<file path="src/rtl/uart_rx_fifo.sv">
// uart_rx_fifo: receive FIFO storing data plus error tag, with registered pop output, status flags and sticky overflow
module uart_rx_fifo #(
  parameter int DATA_BITS   = 8,
  parameter int FIFO_WIDTH  = 4,
  parameter int FULL_THRESH = 2 ** (FIFO_WIDTH - 1)
) (
  input  logic                  clk,
  input  logic                  rst,
  input  logic [DATA_BITS-1:0]  Rx_Data,
  input  logic                  Rx_Err,
  input  logic                  Data_Rdy,
  input  logic                  Pop_Data,
  input  logic                  BIST_Mode,
  input  logic                  Clr_Ovf,
  output logic [DATA_BITS-1:0]  Data_Out,
  output logic                  Err_Out,
  output logic                  Data_Valid,
  output logic                  FIFO_Empty,
  output logic                  FIFO_Full,
  output logic                  FIFO_Overflow,
  output logic [FIFO_WIDTH:0]   FIFO_Count
);
  localparam int DEPTH_I = 2 ** FIFO_WIDTH;
  localparam logic [FIFO_WIDTH:0] DEPTH = (FIFO_WIDTH + 1)'(DEPTH_I);
  localparam logic [FIFO_WIDTH:0] THRESH = (FIFO_WIDTH + 1)'(FULL_THRESH);
  logic [DATA_BITS:0] mem [DEPTH_I];
  logic [FIFO_WIDTH-1:0] wr_ptr_q, wr_ptr_d, rd_ptr_q, rd_ptr_d;
  logic [FIFO_WIDTH:0] count_q, count_d;
  logic [DATA_BITS-1:0] dout_q, dout_d;
  logic err_q, err_d, dv_q, dv_d, ovf_q, ovf_d;
  logic push_req, pop_req, do_push, do_pop;
  always_comb begin
    push_req = Data_Rdy & ~BIST_Mode;
    pop_req  = Pop_Data & ~BIST_Mode;
    do_pop   = pop_req && count_q != '0;
    do_push  = push_req && (count_q != DEPTH || do_pop);
    wr_ptr_d = do_push ? wr_ptr_q + FIFO_WIDTH'(1) : wr_ptr_q;
    rd_ptr_d = do_pop ? rd_ptr_q + FIFO_WIDTH'(1) : rd_ptr_q;
    count_d  = count_q + (FIFO_WIDTH + 1)'(do_push) - (FIFO_WIDTH + 1)'(do_pop);
    dout_d   = do_pop ? mem[rd_ptr_q][DATA_BITS-1:0] : dout_q;
    err_d    = do_pop ? mem[rd_ptr_q][DATA_BITS] : err_q;
    dv_d     = do_pop;
    ovf_d    = (push_req && !do_push) ? 1'b1 : Clr_Ovf ? 1'b0 : ovf_q;
  end
  always_ff @(posedge clk) begin
    if (rst) begin
      wr_ptr_q <= '0;
      rd_ptr_q <= '0;
      count_q  <= '0;
      dout_q   <= '0;
      err_q    <= 1'b0;
      dv_q     <= 1'b0;
      ovf_q    <= 1'b0;
    end else begin
      wr_ptr_q <= wr_ptr_d;
      rd_ptr_q <= rd_ptr_d;
      count_q  <= count_d;
      dout_q   <= dout_d;
      err_q    <= err_d;
      dv_q     <= dv_d;
      ovf_q    <= ovf_d;
    end
  end
  always_ff @(posedge clk) begin
    if (!rst && do_push) mem[wr_ptr_q] <= {Rx_Err, Rx_Data};
  end
  assign Data_Out      = dout_q;
  assign Err_Out       = err_q;
  assign Data_Valid    = dv_q;
  assign FIFO_Count    = count_q;
  assign FIFO_Empty    = count_q == '0;
  assign FIFO_Full     = count_q >= THRESH;
  assign FIFO_Overflow = ovf_q;
endmodule

</file>
<file path="config.mk">
export PLATFORM = sky130hd
export DESIGN_NAME = uart_rx_fifo
export DESIGN_NICKNAME = d
export VERILOG_FILES = /design/src/rtl/uart_rx_fifo.sv
export SDC_FILE = /design/constraint.sdc
export NUM_CORES = 1
export LEC_CHECK = 0
export CAP_MARGIN = 0
export CORE_MARGIN = 1.5
export CORE_UTILIZATION = 40
export CTS_BUF_LIST = sky130_fd_sc_hd__clkbuf_4
export CTS_CLUSTER_DIAMETER = 80
export CTS_CLUSTER_SIZE = 28
export DETAILED_ROUTE_END_ITERATION = 6
export GPL_TIMING_DRIVEN = 0
export HOLD_SLACK_MARGIN = 0.08
export PLACE_DENSITY_LB_ADDON = 0.05
export SLEW_MARGIN = 15
export SYNTH_ARGS = -nofsm -noshare
export SYNTH_HDL_FRONTEND = slang
export SYNTH_SLANG_ARGS = --single-unit
</file>
<file path="constraint.sdc">
create_clock -name clk -period 2.5 [get_ports clk]
set_clock_uncertainty 0.1 [all_clocks]
set_input_delay 0.375 -clock clk [delete_from_list [all_inputs] [get_ports clk]]
set_output_delay 0.375 -clock clk [all_outputs]
set_load 0.05 [all_outputs]
</file>
# Word level (Yosys, flattened, before mapping)
# Memories as Yosys holds them, arrays and structs flattened. A register that Yosys moved wholly into a read port is not among the register bits.
# Index checks and enable logic that the tools add are counted.
# Widths: inputs -> output; s select.
dict set report word_totals {
  register_bits 15
  mem_bits_rw 144
  inputBits 15
  output_inout_bits 18
  memories 1
}
# memory depth word_bits rd rd_ports_with_merged_regs write_ports line_no
set memory_table {}
lappend memory_table {mem 16 9 1 1 1 26} ;# logic [DATA_BITS:0] mem [DEPTH_I];
dict set report op_classes {
  add_sub_neg 4
  order_cmp 1
  eq_ne 1
  muxes 4
  n_bitwise 3
  n_reduce_logical 10
}
# op count
set op_table {}
lappend op_table {{$add 4x1->4 const B} 2}
lappend op_table {{$add 5x1->5} 1}
lappend op_table {{$ge 5x4->1 const B} 1}
lappend op_table {{$logic_not 5->1} 1}
lappend op_table {{$ne 5x5->1 const B} 1}
lappend op_table {{$reduce_bool 5->1} 1}
lappend op_table {{$sub 5x1->5} 1}
lappend op_table {{$logic_and 1x1->1} 4}
lappend op_table {{$mux 1} 4}
lappend op_table {{$and 1x1->1} 2}
lappend op_table {{$logic_not 1->1} 2}
lappend op_table {{$reduce_bool 2->1} 1}
lappend op_table {{$logic_or 1x1->1} 1}
lappend op_table {{$not 1->1} 1}

# Longest topological paths before layout
dict set report depth {
  depth_word 8
  depth_mapped 13
}

# Least setup slack after synthesis
# No wires, ideal clock.
dict set report synth_timing {
  path_kind {flip-flop to flip-flop}
  startpoint {register count_q[3] (netlist: FIFO_Count[3])}
  endpoint {register count_q[4] (netlist: FIFO_Count[4])}
  setup_time_ns 0.128
  t_arrival_ns 3.417
  path_slack_ns -1.144
  stages_incl_launch_ff 14
  path_buffers 0
  period_less_slack_ns 3.644
  path_cell_list {dfxtp_1 > inv_1 > ha_1 > nor4b_2 > or2_4 > inv_1 > ha_1 > inv_1 > ha_1 > fa_1 > a21oi_1 > o21bai_1 > xor2_1 > nor2_1}
}
dict set report synth_between {
  elab_chain_len 6
  elab_cells_between_ends 7
  classes_between {2 x add/sub; 1 x eq/ne; 4 x reduce/logical}
}
# element line_no
set synth_lines {}
lappend synth_lines {{from (decl)} 28} ;# logic [FIFO_WIDTH:0] count_q, count_d;
lappend synth_lines {{from (signal assigned)} 57} ;# count_q <= count_d;
lappend synth_lines {{$reduce_bool 5->1 *} 35} ;# do_pop = pop_req && count_q != '0;
lappend synth_lines {{$logic_and 1x1->1 *} 35}
lappend synth_lines {{named net do_pop} 31} ;# logic push_req, pop_req, do_push, do_pop;
lappend synth_lines {{$logic_or 1x1->1} 36} ;# do_push = push_req && (count_q != DEPTH || do_pop);
lappend synth_lines {{$logic_and 1x1->1} 36}
lappend synth_lines {{$add 5x1->5} 39} ;# count_d = count_q + (FIFO_WIDTH + 1)'(do_push) - (FIFO_WIDTH + 1)'(do_pop);
lappend synth_lines {{$sub 5x1->5 *} 39}
# The timed path passes the listed nets; every way through them passes the cells marked *.
# A chain may end at the register's enable or synchronous reset.

# Worst setup path in the final report
# Ends and elaborated chain as after synthesis.

==> results.yml <==
placed_design:
  port_buffers: 32
  dp_hpwl_um: 8894
  place_area_sq_um: 7356
  finalWeightedCongestion: 0.7142
  dp_cells: 604
synth:
  syn_inst: 352
  synth.net_count: 380
  yosys_warnings: 0
  synth_seq_area_share_pct: 72.09
  ys_ff_latch: 168
  avgSynthCellArea_sq_um: 18.94
  yosys.cell_types.count: 34
  synthesis.area_sq_um: 6665
timing:
  post-route-period-util_pct: 98.82
  fin_tns_setup_ns: 0
  fin_worst_hold_slack_ns: 0.3893
  post-route-min-period_ns: 2.470
  maxSlewViolCount: 0
  final-setup-viol-count: 0
  rsz0062_at_grt: "yes"
  max_slew_margin_pct: 39.62
  worst_pin_slew_ns: 0.9057
  max_freq_ghz: 0.4048
  finalHoldViolCount: 0
power:
  leakagePower_nw: 2.416
  p_per_area_nw_per_um2: 780.6
  peakVddDrop_mv: 0.3986
die:
  placementRows: 47
  die_h_um: 132.1
  start_util_pct: 40.62
  fp.dieW_um: 132.1
  die_area_sq_um: 17450
  core_sq_um: 16410
  ios: 33
cts:
  cts.sinks: 168
  clock_latency_ns: 0.56
  numCtsBuffers: 17
  htreeDepth: 4
  cts_root_buf: "clkbuf_4"
  path_clk_slew_ns: 0.13
  cts.path.max_buffers: 2
  cts_tree: "done"
setup_path:
  start_kind: "flop"
  critPathTopFamily: "adder cells"
  cp_common_cell: "ha_4"
  slowest_delay_ns: 0.37
  end_kind: "flop"
  crit_required_ns: 2.84
  path_buf_inv: 3
  criticalPathCategory: "flop to flop"
  crit_arrival_ns: 2.81
  worst-path-max-fanout: 4
  crit_chain: "inv_4, ha_4, nor4b_4, or2_4, inv_4, ha_4, inv_2, ha_4, fa_2, a21oi_2, o21bai_1, xor2_1, nor2_1"
  critPathSlowestCell: "dfxtp_4"
layout:
  nNetsFinal: 441
  drive_above_1_share_pct: 28.17
  final_cell_area_sq_um: 7923
  final_common_cell: "edfxtp_1"
  area_delta_synth_final_pct: 18.87
  stdcell_count: 647
  final_cell_mix: "edfxtp_1, mux4_2, clkdlybuf4s50_1"
routing:
  vias_per_cell: 5.235
  postRouteAntennaNets: 0
  drc_errors: 0
  firstDrtPassIters: 5
  wl_um: 14210
  routedWlPerCell_um: 21.96
  initialDrtViolationCount: 169
  route.vias.total: 3387
global_route:
  grt_pass1_vias: 3488
  grt_pass1_wl_um: 21790
  grt_max_degree: 17
  overflow: 0
  grt_antenna_before_repair: 1
  grt.total_usage_pct: 17.67
outcome:
  status: "complete, no violations"
hold_path:
  min_path_type: "input port to flop"
job:
  drv_cap: 0
==> cell type report <==
| cell class | instances | area (sq um) |
|---|---|---|
| diodes | 1 | 2.502 |
| plain buffers | 16 | 91.34 |
| clock buffers | 17 | 127.6 |
| clock inverters | 15 | 183.9 |
| fillers | 1401 | 8484 |
| inverters | 12 | 52.55 |
| multi-input cells | 156 | 1943 |
| flip-flops and latches | 168 | 4816 |
| well taps | 220 | 275.3 |
| repair buffers | 42 | 430.4 |
==> cells in the mapped netlist, drive strengths merged <==
cell type  number  area share [%]
nor4b           1            0.23
dfxtp          24             7.2
o22ai           1           0.094
mux2i          19             2.9
nand3b         11             1.3
a21oi           4            0.30
nor2           22             1.2
xor2            1            0.13
buf             8            0.92
a31oi           1           0.094
nand2           7            0.39
a21bo           1            0.15
nand3           3            0.23
a311oi          2            0.26
clkbuf          8            0.45
or3             1           0.094
o21bai          1            0.11
fa              1            0.30
nor3b           2            0.30
o221ai          9             1.2
or2             1            0.13
edfxtp        144              65
inv            12            0.68
xnor2           7            0.92
nand2b          4            0.38
a21o            1            0.11
nor3            5            0.38
nor2b           3            0.28
ha             12             2.3
mux4           36              12
==> metrics by stage <==
step	util, %	total power [mW]	setup WS, ns
5_1_grt	48.29	6.457	-0.08548
3_3_place_gp	44.83	4.476	-0.7552
2_1_floorplan	-	4.119	-0.4914
3_5_place_dp	44.83	4.489	-0.7924
4_1_cts	48.19	6.235	0.007321
6_report	48.29	6.184	0.02950
==> layer usage <==
| metal | share of wire, % | GRT usage (%) | wire [um] |
|---|---|---|---|
| met5 | 0 | 0 | 0 |
| met4 | 1.5 | 6.111 | 212 |
| met3 | 4.6 | 3.691 | 651 |
| met2 | 49 | 28.27 | 7019 |
| met1 | 45 | 24.20 | 6325 |
==> path summary, 6_finish.rpt <==
path                      start            end  slack [ns]  depth (start not counted)
setup / recovery  FIFO_Count[3]  FIFO_Count[4]        0.03                         13
hold / removal          Clr_Ovf  FIFO_Overflow        0.39                          3
setup reg to reg  FIFO_Count[3]  FIFO_Count[4]        0.03                         13
hold reg to reg     Data_Out[2]    Data_Out[2]        0.43                          2
==> timing repair <==
action / in CTS / in global routing
gates resized for setup: 33 / 1
pin swaps: 9 / 3
buffers inserted: 9 / 1
hold buffers: 0 / 0
endpoints found under the setup margin: 150 / 58
==> power breakdown <==
group | internal (mW) | leakage (nW) | switching, mW | total [mW]
clock | 0.779 | 0.165 | 0.925 | 1.70
sequential | 3.13 | 1.49 | 0.0918 | 3.22
combinational | 0.536 | 0.758 | 0.728 | 1.26
total | 4.44 | 2.42 | 1.74 | 6.18
==> cell families (layout without fill, tap and decap cells) <==
group	after synthesis	in the layout	share of synthesized area, %
simple gates	60	60	4.937
mux	55	55	15.02
flops	168	168	72.09
other cells	0	1	0
xor+xnor	8	8	1.051
fa+ha+maj	13	13	2.553
compound gates	20	20	2.309
buf+inv	28	102	2.046
==> flip-flops by register name (all words and copies together) (netlist names) <==
name and cells:
Err_Out 1, rd_ptr_q 4, mem 144, Data_Valid 1, FIFO_Count 5, FIFO_Overflow 1, Data_Out 8, wr_ptr_q 4
==> tightest hold or removal path: stages <==
cell and delay [ns]:
clkdlybuf4s50_1 0.46, o22ai_1 0.07, nor2b_1 0.12
(Power assumes the default switching activity.)
